File: src/rtl/fc_stream_feeder_if.sv
// rtl/fc_stream_feeder_if.sv - serial FP32 feature stream with valid/ready handshake
interface fc_stream_feeder_if;
  logic        s_valid;
  logic        s_ready;
  logic [31:0] s_data;

  modport master (output s_valid, output s_data, input s_ready);
  modport slave  (input s_valid, input s_data, output s_ready);
endinterface

File: src/rtl/fc_stream_feeder.sv
// rtl/fc_stream_feeder.sv - streams a weight store to an FC layer, then packs serial features into frames
module fc_stream_feeder #(
  parameter int N_IN = 16
) (
  input  logic                 clk,
  input  logic                 resetn,
  input  logic                 wr_en,
  input  logic [3:0]           wr_addr,
  input  logic [31:0]          wr_w0,
  input  logic [31:0]          wr_w1,
  input  logic                 go,
  output logic                 load_weight,
  output logic [31:0]          weight0,
  output logic [31:0]          weight1,
  input  logic                 load_weight_done,
  fc_stream_feeder_if.slave    feat,
  output logic [31:0]          data_out0,
  output logic [31:0]          data_out1,
  output logic [31:0]          data_out2,
  output logic [31:0]          data_out3,
  output logic [31:0]          data_out4,
  output logic [31:0]          data_out5,
  output logic [31:0]          data_out6,
  output logic [31:0]          data_out7,
  output logic [31:0]          data_out8,
  output logic [31:0]          data_out9,
  output logic [31:0]          data_out10,
  output logic [31:0]          data_out11,
  output logic [31:0]          data_out12,
  output logic [31:0]          data_out13,
  output logic [31:0]          data_out14,
  output logic [31:0]          data_out15,
  output logic                 valid_in,
  output logic                 start,
  input  logic                 fc_valid,
  output logic                 weights_ready,
  output logic                 busy
);

  typedef enum logic [1:0] {
    IDLE     = 2'd0,
    LOAD     = 2'd1,
    WAIT_ACK = 2'd2,
    READY    = 2'd3
  } state_t;

  state_t      state_q, state_d;
  logic [4:0]  row_q, row_d;
  logic        lw_d;
  logic [31:0] w0_d, w1_d;

  logic [31:0] w0_mem [N_IN];
  logic [31:0] w1_mem [N_IN];

  logic [31:0] vec_q [16];
  logic [3:0]  idx_q;
  logic        xfer;
  logic        last_word;

  // Weight store has no reset: the host may preload it at any time, even in reset.
  always_ff @(posedge clk) begin
    if (wr_en && ({1'b0, wr_addr} < 5'(N_IN))) begin
      w0_mem[wr_addr] <= wr_w0;
      w1_mem[wr_addr] <= wr_w1;
    end
  end

  always_ff @(posedge clk or negedge resetn) begin
    if (!resetn) begin
      state_q     <= IDLE;
      row_q       <= '0;
      load_weight <= 1'b0;
      weight0     <= '0;
      weight1     <= '0;
    end else begin
      state_q     <= state_d;
      row_q       <= row_d;
      load_weight <= lw_d;
      weight0     <= w0_d;
      weight1     <= w1_d;
    end
  end

  // row_q is the next row to fetch, so load_weight is high exactly while in LOAD.
  always_comb begin
    state_d = state_q;
    row_d   = row_q;
    lw_d    = 1'b0;
    w0_d    = '0;
    w1_d    = '0;
    case (state_q)
      IDLE: begin
        if (go) begin
          state_d = LOAD;
          lw_d    = 1'b1;
          w0_d    = w0_mem[0];
          w1_d    = w1_mem[0];
          row_d   = 5'd1;
        end
      end
      LOAD: begin
        if (row_q == 5'(N_IN)) begin
          state_d = WAIT_ACK;
          row_d   = '0;
        end else begin
          lw_d  = 1'b1;
          w0_d  = w0_mem[row_q[3:0]];
          w1_d  = w1_mem[row_q[3:0]];
          row_d = row_q + 5'd1;
        end
      end
      WAIT_ACK: begin
        if (load_weight_done) begin
          state_d = READY;
        end
      end
      READY: begin
        state_d = READY;
      end
      default: begin
        state_d = IDLE;
      end
    endcase
  end

  assign weights_ready = (state_q == READY);
  assign feat.s_ready  = (state_q == READY) && !busy;
  assign xfer          = feat.s_valid && feat.s_ready;
  assign last_word     = (idx_q == 4'(N_IN - 1));

  // start trails valid_in by one cycle so the consumer multiplies its registered copy.
  always_ff @(posedge clk or negedge resetn) begin
    if (!resetn) begin
      idx_q    <= '0;
      valid_in <= 1'b0;
      start    <= 1'b0;
      busy     <= 1'b0;
      for (int k = 0; k < 16; k++) begin
        vec_q[k] <= '0;
      end
    end else begin
      valid_in <= 1'b0;
      start    <= valid_in;
      if (xfer) begin
        vec_q[idx_q] <= feat.s_data;
        if (last_word) begin
          idx_q    <= '0;
          valid_in <= 1'b1;
          busy     <= 1'b1;
        end else begin
          idx_q <= idx_q + 4'd1;
        end
      end else if (busy && fc_valid) begin
        busy <= 1'b0;
      end
    end
  end

  assign data_out0  = vec_q[0];
  assign data_out1  = vec_q[1];
  assign data_out2  = vec_q[2];
  assign data_out3  = vec_q[3];
  assign data_out4  = vec_q[4];
  assign data_out5  = vec_q[5];
  assign data_out6  = vec_q[6];
  assign data_out7  = vec_q[7];
  assign data_out8  = vec_q[8];
  assign data_out9  = vec_q[9];
  assign data_out10 = vec_q[10];
  assign data_out11 = vec_q[11];
  assign data_out12 = vec_q[12];
  assign data_out13 = vec_q[13];
  assign data_out14 = vec_q[14];
  assign data_out15 = vec_q[15];

endmodule

File: src/flat_wrapper.sv
// flat-port wrapper written by rule: the top's interface ports become plain ports
module fc_stream_feeder_flat 
#(
  parameter int N_IN = 16
)
  (clk, resetn, wr_en, wr_addr, wr_w0, wr_w1, go, load_weight, weight0, weight1, load_weight_done, data_out0, data_out1, data_out2, data_out3, data_out4, data_out5, data_out6, data_out7, data_out8, data_out9, data_out10, data_out11, data_out12, data_out13, data_out14, data_out15, valid_in, start, fc_valid, weights_ready, busy, feat_s_valid, feat_s_data, feat_s_ready);
  fc_stream_feeder_if feat_i ();
  input  logic clk;
  input  logic resetn;
  input  logic wr_en;
  input  logic [3:0] wr_addr;
  input  logic [31:0] wr_w0;
  input  logic [31:0] wr_w1;
  input  logic go;
  output logic load_weight;
  output logic [31:0] weight0;
  output logic [31:0] weight1;
  input  logic load_weight_done;
  output logic [31:0] data_out0;
  output logic [31:0] data_out1;
  output logic [31:0] data_out2;
  output logic [31:0] data_out3;
  output logic [31:0] data_out4;
  output logic [31:0] data_out5;
  output logic [31:0] data_out6;
  output logic [31:0] data_out7;
  output logic [31:0] data_out8;
  output logic [31:0] data_out9;
  output logic [31:0] data_out10;
  output logic [31:0] data_out11;
  output logic [31:0] data_out12;
  output logic [31:0] data_out13;
  output logic [31:0] data_out14;
  output logic [31:0] data_out15;
  output logic valid_in;
  output logic start;
  input  logic fc_valid;
  output logic weights_ready;
  output logic busy;
  input wire logic [$bits(feat_i.s_valid)-1:0] feat_s_valid;
  input wire logic [$bits(feat_i.s_data)-1:0] feat_s_data;
  output wire logic [$bits(feat_i.s_ready)-1:0] feat_s_ready;
  assign feat_i.s_valid = feat_s_valid;
  assign feat_i.s_data = feat_s_data;
  assign feat_s_ready = feat_i.s_ready;
  fc_stream_feeder #(.N_IN(N_IN)) u_core (.clk(clk), .resetn(resetn), .wr_en(wr_en), .wr_addr(wr_addr), .wr_w0(wr_w0), .wr_w1(wr_w1), .go(go), .load_weight(load_weight), .weight0(weight0), .weight1(weight1), .load_weight_done(load_weight_done), .feat(feat_i), .data_out0(data_out0), .data_out1(data_out1), .data_out2(data_out2), .data_out3(data_out3), .data_out4(data_out4), .data_out5(data_out5), .data_out6(data_out6), .data_out7(data_out7), .data_out8(data_out8), .data_out9(data_out9), .data_out10(data_out10), .data_out11(data_out11), .data_out12(data_out12), .data_out13(data_out13), .data_out14(data_out14), .data_out15(data_out15), .valid_in(valid_in), .start(start), .fc_valid(fc_valid), .weights_ready(weights_ready), .busy(busy));
endmodule
File: config.mk
export PLATFORM = sky130hd
export DESIGN_NAME = fc_stream_feeder_flat
export DESIGN_NICKNAME = d
export VERILOG_FILES = /design/src/rtl/fc_stream_feeder_if.sv /design/src/rtl/fc_stream_feeder.sv /design/src/flat_wrapper.sv
export SDC_FILE = /design/constraint.sdc
export NUM_CORES = 2
export LEC_CHECK = 0
export ABC_AREA = 1
export CORE_MARGIN = 1
export CORE_UTILIZATION = 42
export DETAILED_ROUTE_END_ITERATION = 7
export SLEW_MARGIN = 30
export SYNTH_ARGS = -nofsm -noshare
export SYNTH_HDL_FRONTEND = slang
export SYNTH_SLANG_ARGS = --single-unit
File: constraint.sdc
create_clock -name clk -period 2.91 [get_ports clk]
set_input_delay 0.7275 -clock clk [delete_from_list [all_inputs] [get_ports clk]]
set_output_delay 0.7275 -clock clk [all_outputs]
set_load 0.02 [all_outputs]
==> flow_summary.ini <==
[min_path]
min_delay_path_depth = 0
hp-class = register to register

[clock_tree]
root_buffer = clkbuf_16
insertion_delay_ns = 0.80
cts_sinks = 1615
cts_buffer_depth = 3
h-tree-depth = 4
cts-buffers-inserted = 171
cts_tree = yes
clk_pin_slew_worst_paths_ns = 0.06
cts_setup_buffers = 0

[logic_synthesis]
synth_compound_area_share_pct = 4.47
yosysSeqAreaShare_pct = 69.0
ys_top_cells_by_area = edfxtp_1 (47%), dfrtp_1 (22%), nand2_1 (13%), inv_1 (6.3%), nand3_1 (3.5%)
synth_mux_area_share_pct = 0
postSynth.asyncResetShare_pct = 36.6
post-synth-top-area-fraction_pct = 46.6
syn-num-nets = 6745
synth_area_um2 = 66000
synth_edf_count = 1024
yosys_most_used_dff = edfxtp_1
yosysMostFrequentCell = nand2_1
synth_seq_cells = 1615
syn_inst = 6632
synth_xor_xnor_area_share_pct = 0.0265
synth_top_family_by_area = simple AND/OR/NAND/NOR gates
synth_adder_area_share_pct = 0.114
synthTopCellsByCount = nand2_1 (2267), inv_1 (1110), edfxtp_1 (1024)
synth-simple-area-share_pct = 17.9
synth_cell_types = 25
yosysTopAreaCell = edfxtp_1
synth_area_per_cell_um2 = 9.95
yosysWarnings = 0

[worst_setup_path]
cp-start-kind = register
critical_path_arrival_ns = 2.05
path_class = register to primary output
crit_family = buffers and inverters
crit_path_max_fanout = 6
path_buf_inv = 2
cp_num_cells = 3
worstPathRequired_ns = 2.18
cp_slowest_cell = clkdlybuf4s50_1
endpoint_kind = primary output
max_stage_delay_ns = 0.60
cp_cell_sequence = nand2_2 > inv_1 > clkdlybuf4s50_1
reg2regPathDepth = 10

[placed_design]
port_buffers = 688
dp_hpwl_mm = 125
place_inst = 9241
dpl-instance-area_um2 = 76900
dp_slack_ns = 0.165
gp_congestion = 0.876

[final_layout]
antenna_cells = 0
design_area_um2 = 82500
fin_util_pct = 52.9
fillers = 13700
regArea_um2 = 45500
top_regs = u_core.w0_mem (512), u_core.w1_mem (512)
multi_input_area_um2 = 15100
syn2layout_area_growth_pct = 25.1
fin_cells = 9558
drive_above_1_share_pct = 6.73
fin_nets = 7470

[timing]
period_share_pct = 95.3
fin_skew_ns = 0.0414
max_freq_mhz = 360
slew_headroom_pct = 41.1
hold_ws_ns = 0.453
min_period_ns = 2.77
report.final.setup_viol = 0
fin_setup_tns_ns = 0
finalHoldViolations = 0
rsz0062_at_grt = false
maxSlewViolCount = 0
setup_ws_ns = 0.136
worst_pin_slew_ns = 0.881

[global_routing]
grt_remaining_overflow = 0
grt_pass1_vias = 44500
grt_pass1_wl_mm = 287
grtUsageTotal_pct = 24.3
antenna_found_initial = 6
grt_max_degree = 122

[power_and_ir_drop]
sw_frac_of_total_pct = 36.1
p_seq_share_pct = 37.9
p_switching_mw = 28.1
power.leakage_nw = 37.4
ir_drop_uv = 616
power_mw = 77.8
power_frac_comb_pct = 34.4
power.density_nw_per_um2 = 943
clock_power_share_pct = 27.8
intPower_mw = 49.8

[detailed_routing]
routed_via_density = 4.87
drtIter0Drc = 3722
vias = 46500
drcViolationCount = 0
wl_per_cell_um = 20.3
routed_wl_mm = 194
drtAntennaViolNets = 0
first_pass_iters = 6

[status]
status = finished clean

[floorplan]
chipWidth_um = 398
rows = 145
core_area_um2 = 156000
start_util_pct = 42.3
die_h_um = 398
dieArea_um2 = 159000
io_pins = 689

[run]
maxCapViolations = 0
cells in the final DEF (no fill, tap or decap), types with 2 or more instances in the layout:
cell	synthesis	routed
nand2_1	2267	2262
inv_1	1110	1107
edfxtp_1	1024	1024
clkdlybuf4s50_1	0	686
dfrtp_1	591	589
nand3_1	456	456
o21ai_0	361	361
nor2_1	213	202
a21oi_1	197	197
clkbuf_16	0	173
buf_4	1	116
buf_12	0	89
clkbuf_1	225	42
o21ai_1	30	30
clkinv_2	0	29
clkinv_1	2	24
nor2_4	0	17
clkbuf_8	0	15
nor3_4	3	11
bufinv_16	0	11
clkinvlp_4	0	8
nand2_2	1	6
ha_1	6	6
inv_2	3	5
clkinv_16	0	5
inv_6	0	4
clkinv_8	0	4
inv_8	0	2
nor2_2	8	2
nand4_1	2	2
nor4_4	2	2
xor2_1	2	2
nor3_1	10	2
dfrtp_4	0	2
power by group through the flow:
| stage | registers [mW] | clock network, mW | logic, mW |
|---|---|---|---|
| floorplan | 32.8 | 0 | 11.2 |
| global placement | 29.8 | 0 | 26.6 |
| detailed placement | 29.9 | 0 | 26.9 |
| CTS | 29.4 | 22.1 | 27.0 |
| global route | 29.8 | 22.9 | 29.1 |
| finish | 29.5 | 21.6 | 26.7 |
kinds of logic after synthesis:
group,after synthesis
buffers and inverters,1457
xor gates and xnor gates,2
adders and majority gates,6
and+or+nand+nor,2963
AOI/OAI and AO/OA,589
DFF,1615
layout make-up:
class / instances / share of cell area [%]
clock inverter: 86 / 1.09
inverter: 1115 / 5.10
clock buffer: 230 / 5.69
timing repair buffer: 894 / 11.6
multi-input combinational: 3560 / 18.3
sequential: 1615 / 55.2
tap: 2058 / 3.12
worst register-to-register path, delay by kind of cell (launching register included):
kind            cells  cell delay (ns)
simple gates        6             0.57
compound gates      1             0.13
buf+inv             3             0.96
flops               1             0.55
final timing paths:
path / from / endpoint / slack, ns
max reg2reg: u_core.row_q[0] / u_core.weight0[19] / 0.52
max in group asynchronous: resetn / u_core.data_out10[0] / 1.41
max: u_core.state_q[1] / weights_ready / 0.14
min reg2reg: u_core.valid_in / u_core.start / 0.45
min: u_core.valid_in / u_core.start / 0.45
min in group asynchronous: resetn / u_core.data_out7[22] / 0.52
metal layers:
metal  vias to the layer above  global-route usage (%)  routed length (um)  part of all wire, %
met5                         -                       0                  43                0.022
met4                         6                    9.27                7070                  3.6
met3                       335                    3.66               11900                  6.2
met2                      1642                    41.0               94900                   49
met1                     22300                    31.5               80100                   41
li1                      22300                       -                   -                    -
repair_timing:
action,4_1_cts,5_1_grt
gates resized for setup,2,0
hold endpoints to repair,40,0
hold buffers,1,0
setup endpoints to repair,2,0
Note: power is estimated with default switching activity, not from simulation.
